===== config.mk =====
export PLATFORM = sky130hd
export DESIGN_NAME = wb_regfile
export DESIGN_NICKNAME = d
export VERILOG_FILES = /design/src/rtl/cpu_pkg.sv /design/src/rtl/regfile_dump_ctrl.sv /design/src/rtl/wb_regfile.sv
export SDC_FILE = /design/constraint.sdc
export NUM_CORES = 1
export LEC_CHECK = 0
export CAP_MARGIN = 20
export CORE_MARGIN = 3
export CORE_UTILIZATION = 40
export CTS_CLUSTER_DIAMETER = 100
export DETAILED_ROUTE_END_ITERATION = 12
export GPL_ROUTABILITY_DRIVEN = 0
export PLACE_DENSITY = 0.63
export SLEW_MARGIN = 0
export SYNTH_ARGS = -nofsm -noshare
export SYNTH_HDL_FRONTEND = slang
export SYNTH_SLANG_ARGS = --single-unit

===== constraint.sdc =====
create_clock -name clk -period 6.6 [get_ports clk]
set_clock_uncertainty 0.15 [all_clocks]
set_input_delay 1.32 -clock clk [delete_from_list [all_inputs] [get_ports clk]]
set_output_delay 1.32 -clock clk [all_outputs]
set_load 0.05 [all_outputs]

===== src/rtl/cpu_pkg.sv =====
// Shared widths and dump-engine state encoding for the write-back / register-file slice.
package cpu_pkg;

  localparam int DATA_W = 16;
  localparam int ADDR_W = 3;
  localparam int NREGS  = 8;

  typedef enum logic [1:0] {
    IDLE = 2'd0,
    SEND = 2'd1,
    DONE = 2'd2
  } dump_state_t;

endpackage


===== src/rtl/regfile_dump_ctrl.sv =====
// Register-dump engine: streams regs 0..NREGS-1 as valid/ready beats, one beat per accepted transfer.
// Beat data is captured from a bypassed read port, so stalls hold the beat and never stall the pipeline.
module regfile_dump_ctrl
  import cpu_pkg::*;
#(
  parameter int DATA_W = cpu_pkg::DATA_W,
  parameter int ADDR_W = cpu_pkg::ADDR_W,
  parameter int NREGS  = cpu_pkg::NREGS
) (
  input  logic              clk,
  input  logic              reset,
  input  logic              dump_start,
  input  logic              dump_ready,
  output logic              dump_busy,
  output logic              dump_valid,
  output logic [ADDR_W-1:0] dump_addr,
  output logic [DATA_W-1:0] dump_data,
  output logic              dump_done,
  output logic [ADDR_W-1:0] rd_addr,
  input  logic [DATA_W-1:0] rd_data
);

  localparam logic [ADDR_W-1:0] LAST = ADDR_W'(NREGS - 1);

  dump_state_t       state, state_nxt;
  logic [ADDR_W-1:0] ptr, ptr_nxt;
  logic [DATA_W-1:0] data_q, data_nxt;

  always_ff @(posedge clk or posedge reset) begin
    if (reset) begin
      state  <= IDLE;
      ptr    <= '0;
      data_q <= '0;
    end else begin
      state  <= state_nxt;
      ptr    <= ptr_nxt;
      data_q <= data_nxt;
    end
  end

  always_comb begin
    state_nxt  = state;
    ptr_nxt    = ptr;
    data_nxt   = data_q;
    rd_addr    = ptr + 1'b1;
    dump_valid = 1'b0;
    dump_done  = 1'b0;
    dump_busy  = 1'b0;
    case (state)
      IDLE: begin
        rd_addr = '0;
        if (dump_start) begin
          state_nxt = SEND;
          ptr_nxt   = '0;
          data_nxt  = rd_data;
        end
      end
      SEND: begin
        dump_valid = 1'b1;
        dump_busy  = 1'b1;
        // The next beat is sampled in the transfer cycle, so a same-cycle write lands in it.
        if (dump_ready) begin
          if (ptr == LAST) begin
            state_nxt = DONE;
          end else begin
            ptr_nxt  = ptr + 1'b1;
            data_nxt = rd_data;
          end
        end
      end
      DONE: begin
        dump_done = 1'b1;
        dump_busy = 1'b1;
        state_nxt = IDLE;
      end
      default: state_nxt = IDLE;
    endcase
  end

  assign dump_addr = ptr;
  assign dump_data = data_q;

endmodule


===== src/rtl/wb_regfile.sv =====
// Write-back stage and 8x16 register file: zero-latency bypassed read ports plus a debug dump engine.
// The dump stream is valid/ready and holds its beat under backpressure; the pipeline is never stalled.
module wb_regfile
  import cpu_pkg::*;
#(
  parameter int DATA_W  = cpu_pkg::DATA_W,
  parameter int ADDR_W  = cpu_pkg::ADDR_W,
  parameter int NREGS   = cpu_pkg::NREGS,
  parameter bit R0_ZERO = 1'b1
) (
  input  logic              clk,
  input  logic              reset,
  input  logic              regwrite_in,
  input  logic              memtoreg_in,
  input  logic [DATA_W-1:0] readdata_in,
  input  logic [DATA_W-1:0] alu_result_in,
  input  logic [ADDR_W-1:0] ins_wr_in,
  output logic [DATA_W-1:0] wb_data,
  input  logic [ADDR_W-1:0] rs1_addr,
  output logic [DATA_W-1:0] rs1_data,
  input  logic [ADDR_W-1:0] rs2_addr,
  output logic [DATA_W-1:0] rs2_data,
  input  logic              dump_start,
  output logic              dump_busy,
  output logic              dump_valid,
  input  logic              dump_ready,
  output logic [ADDR_W-1:0] dump_addr,
  output logic [DATA_W-1:0] dump_data,
  output logic              dump_done
);

  logic [DATA_W-1:0] regs [NREGS];
  logic              we;
  logic [ADDR_W-1:0] dump_rd_addr;
  logic [DATA_W-1:0] dump_rd_data;

  function automatic logic [DATA_W-1:0] bypass_read(
    input logic [ADDR_W-1:0] addr,
    input logic [DATA_W-1:0] stored,
    input logic              wen,
    input logic [ADDR_W-1:0] waddr,
    input logic [DATA_W-1:0] wdata
  );
    if (R0_ZERO && addr == '0) return '0;
    if (wen && addr == waddr) return wdata;
    return stored;
  endfunction

  assign wb_data = memtoreg_in ? readdata_in : alu_result_in;
  assign we      = regwrite_in & ~(R0_ZERO & (ins_wr_in == '0));

  always_ff @(posedge clk or posedge reset) begin
    if (reset) begin
      for (int i = 0; i < NREGS; i++) regs[i] <= '0;
    end else if (we) begin
      regs[ins_wr_in] <= wb_data;
    end
  end

  always_comb begin
    rs1_data     = bypass_read(rs1_addr, regs[rs1_addr], we, ins_wr_in, wb_data);
    rs2_data     = bypass_read(rs2_addr, regs[rs2_addr], we, ins_wr_in, wb_data);
    dump_rd_data = bypass_read(dump_rd_addr, regs[dump_rd_addr], we, ins_wr_in, wb_data);
  end

  regfile_dump_ctrl #(
    .DATA_W (DATA_W),
    .ADDR_W (ADDR_W),
    .NREGS  (NREGS)
  ) u_dump (
    .clk        (clk),
    .reset      (reset),
    .dump_start (dump_start),
    .dump_ready (dump_ready),
    .dump_busy  (dump_busy),
    .dump_valid (dump_valid),
    .dump_addr  (dump_addr),
    .dump_data  (dump_data),
    .dump_done  (dump_done),
    .rd_addr    (dump_rd_addr),
    .rd_data    (dump_rd_data)
  );

endmodule

==> out/results.tsv <==
stage	metric	value	unit
outcome	status	complete, no violations	
clock_network	H-tree depth	4	
detailed_routing	DR iter-0 viols	916	
setup_path	worst-path fanout max	26	
sta	TNS Setup	0	ps
sta	minimum clock period	5904	ps
setup_path	CP required	5130	ps
yosys	sequential share of the synthesized area	40.58	%
yosys	Commonest cells post-synth	dfrtp_1 (149), nand2_1 (149), clkbuf_1 (69)	
sta	Worst Tran Pin Value	1154	ps
grt	global-route usage over all layers	24.57	%
cells_and_area	area of the multi-input gates	5004	um2
yosys	Yosys top cell by area	dfrtp_1	
sta	WHS	272.1	ps
cells_and_area	antenna cells	0	
cells_and_area	number of fill cells in the layout	1974	
clock_network	CTS buffer count	17	
yosys	Synth warnings	0	
setup_path	critical path type	primary input to output port	
yosys	top-area cell type share of the netlist area	40.58	%
detailed_routing	final WL	29870	um
detailed_routing	first-pass detailed-route iteration total	5	
yosys	Cells after Synth	918	
die	area of the core	22230	um2
die	Die ar.	24830	um2
clock_network	hold buffers post-CTS	0	
setup_path	Critical Path End Type	output port	
die	Die Height	157.6	um
job	Max Cap Violations	0	
die	Horiz. Die Dim	157.6	um
die	Starting Density	41.34	%
yosys	largest cells by area after synthesis	dfrtp_1 (41%), mux4_2 (16%), nand2_1 (6.1%)	
detailed_routing	via count	7898	
clock_network	clock sink total	149	
clock_network	Root Buffer	clkbuf_16	
die	row count	54	
detailed_routing	Post-DRT Antenna Nets	0	
sta	Hold Vio Cnt, Final	0	
sta	slew margin rel.	22.99	%
setup_path	Startpoint Class	primary input	
sta	Fmax	0.1694	GHz
clock_network	Worst-Skew Late Latency	430	ps
yosys	Yosys reg bits	149	
detailed_routing	DRC violations left	0	
clock_network	maximum clock path buffer count	2	
power	Leak	4.827	nW
cells_and_area	Layout area overhead	26.43	%
sta	Tcrit/Tclk final	89.45	%
clock_network	CTS tree	yes	
clock_network	# resized after CTS	0	
grt	number of global-route vias before repair	7596	
detailed_routing	WL/cell	23.10	um
grt	GR Overflow Total	0	
yosys	Post-synth EDFFs	0	
cells_and_area	Util after Layout	52.26	%
yosys	synth unique cells	45	
cells_and_area	Final #Nets	1053	
grt	initial antenna violation count	0	
yosys	Post-Syn Area	9189	um2
placement	DP Wirelength	18730	um
cells_and_area	Register Area	3729	um2
detailed_routing	Via density	6.108	
sta	Final setup viols	0	
yosys	Post-Syn Nets	971	
hold_path	Hold Path Class	flop to flop	
power	Final Power	4.211	mW
die	top-level I/O count	117	
yosys	ys flop type	dfrtp_1	
power	pwr dens	362.5	nW/um2
yosys	Mapped Avg Cell Area	10.01	um2
power	Max VDD drop	245.3	uV
grt	first-pass GRT wire length	45700	um
cells_and_area	Non-Filler Cell Area, Final	11620	um2
grt	largest net degree at the start of global routing	70	
sta	pins over their slew limit	0	
yosys	Post-synth ARST share	100.0	%
setup_path	CP arrival	4430	ps
clock_network	post-CTS setup buffers	0	
clock_network	clk slew on worst S/H paths	60	ps
cells_and_area	layout cells sized above 1	19.45	%
sta	RSZ-0062 raised after global routing	no	
placement	Placed Area	10990	um2
placement	number of buffers added on ports	116	
[cell type report]
cell class / instances / area share, %
multi-input combinational: 646 / 43.07
sequential: 149 / 32.09
timing repair buffer: 163 / 15.92
clock buffer: 21 / 4.050
tap: 280 / 3.016
clock inverter: 11 / 1.066
inverter: 23 / 0.7862
[cells by family (layout without fill, tap and decap cells)]
logic type      count (synthesis)  count (layout)  share of synthesized area, %
compound gates                239             239                         17.73
xor+xnor                        5               5                        0.4766
fa+ha+maj                       6               6                        0.8170
buf+inv                       123             218                         5.678
flops                         149             149                         40.58
mux                           108             108                         20.48
simple gates                  288             288                         14.24
[path summary, 6_finish.rpt]
path,slack (ps),to,cells past startpoint,from
setup / recovery,700,rs1_data[4],8,ins_wr_in[2]
hold / removal,270,regs[122]$_DFFE_PP0P_,0,regs[122]$_DFFE_PP0P_
setup reg to reg,2860,u_dump.dump_data[0]$_DFFE_PP0P_,9,u_dump.state[0]$_DFFE_PP0P_
hold reg to reg,270,regs[122]$_DFFE_PP0P_,0,regs[122]$_DFFE_PP0P_
max in group asynchronous,3960,regs[49]$_DFFE_PP0P_,3,reset
min in group asynchronous,1220,u_dump.dump_data[11]$_DFFE_PP0P_,2,reset
[metrics by stage]
step	cells	setup slack [ps]
4_1_cts	1290	708.7
3_3_place_gp	1257	758.3
2_1_floorplan	918	1122
5_1_grt	1293	569.2
3_5_place_dp	1258	747.6
6_report	1293	696.3
[registers in the layout (all words and copies together) (netlist names)]
signal            flops
regs                128
u_dump.dump_data     16
u_dump.dump_addr      3
u_dump.state          2
[critical path, cell delays in order]
cell	delay, ps
clkdlybuf4s50_1	620
or3b_1	450
a211o_1	330
a21oi_4	710
buf_4	300
a211oi_1	60
a211oi_1	440
buf_12	200
[layer usage]
| layer | wire length (um) | track usage, % |
|---|---|---|
| met1 | 12620 | 34.63 |
| met2 | 13690 | 37.57 |
| met3 | 2828 | 5.966 |
| met4 | 729 | 7.975 |
| met5 | 0 | 0 |
[cell usage in the layout (no fill, tap or decap), types with 34 or more instances in the layout]
cell type          n
a21oi_1           52
o21ai_0           68
nand2_1          149
clkdlybuf4s50_1   80
mux4_2            64
a211oi_1          64
mux2i_1           44
dfrtp_1          149
buf_4             43
nor2_1            51
nor2b_1           34
[power breakdown]
part,switching (mW),internal (mW)
Combinational,1.12,0.837
Clock,0.411,0.588
Sequential,0.167,1.09
(Power assumes the default switching activity.)
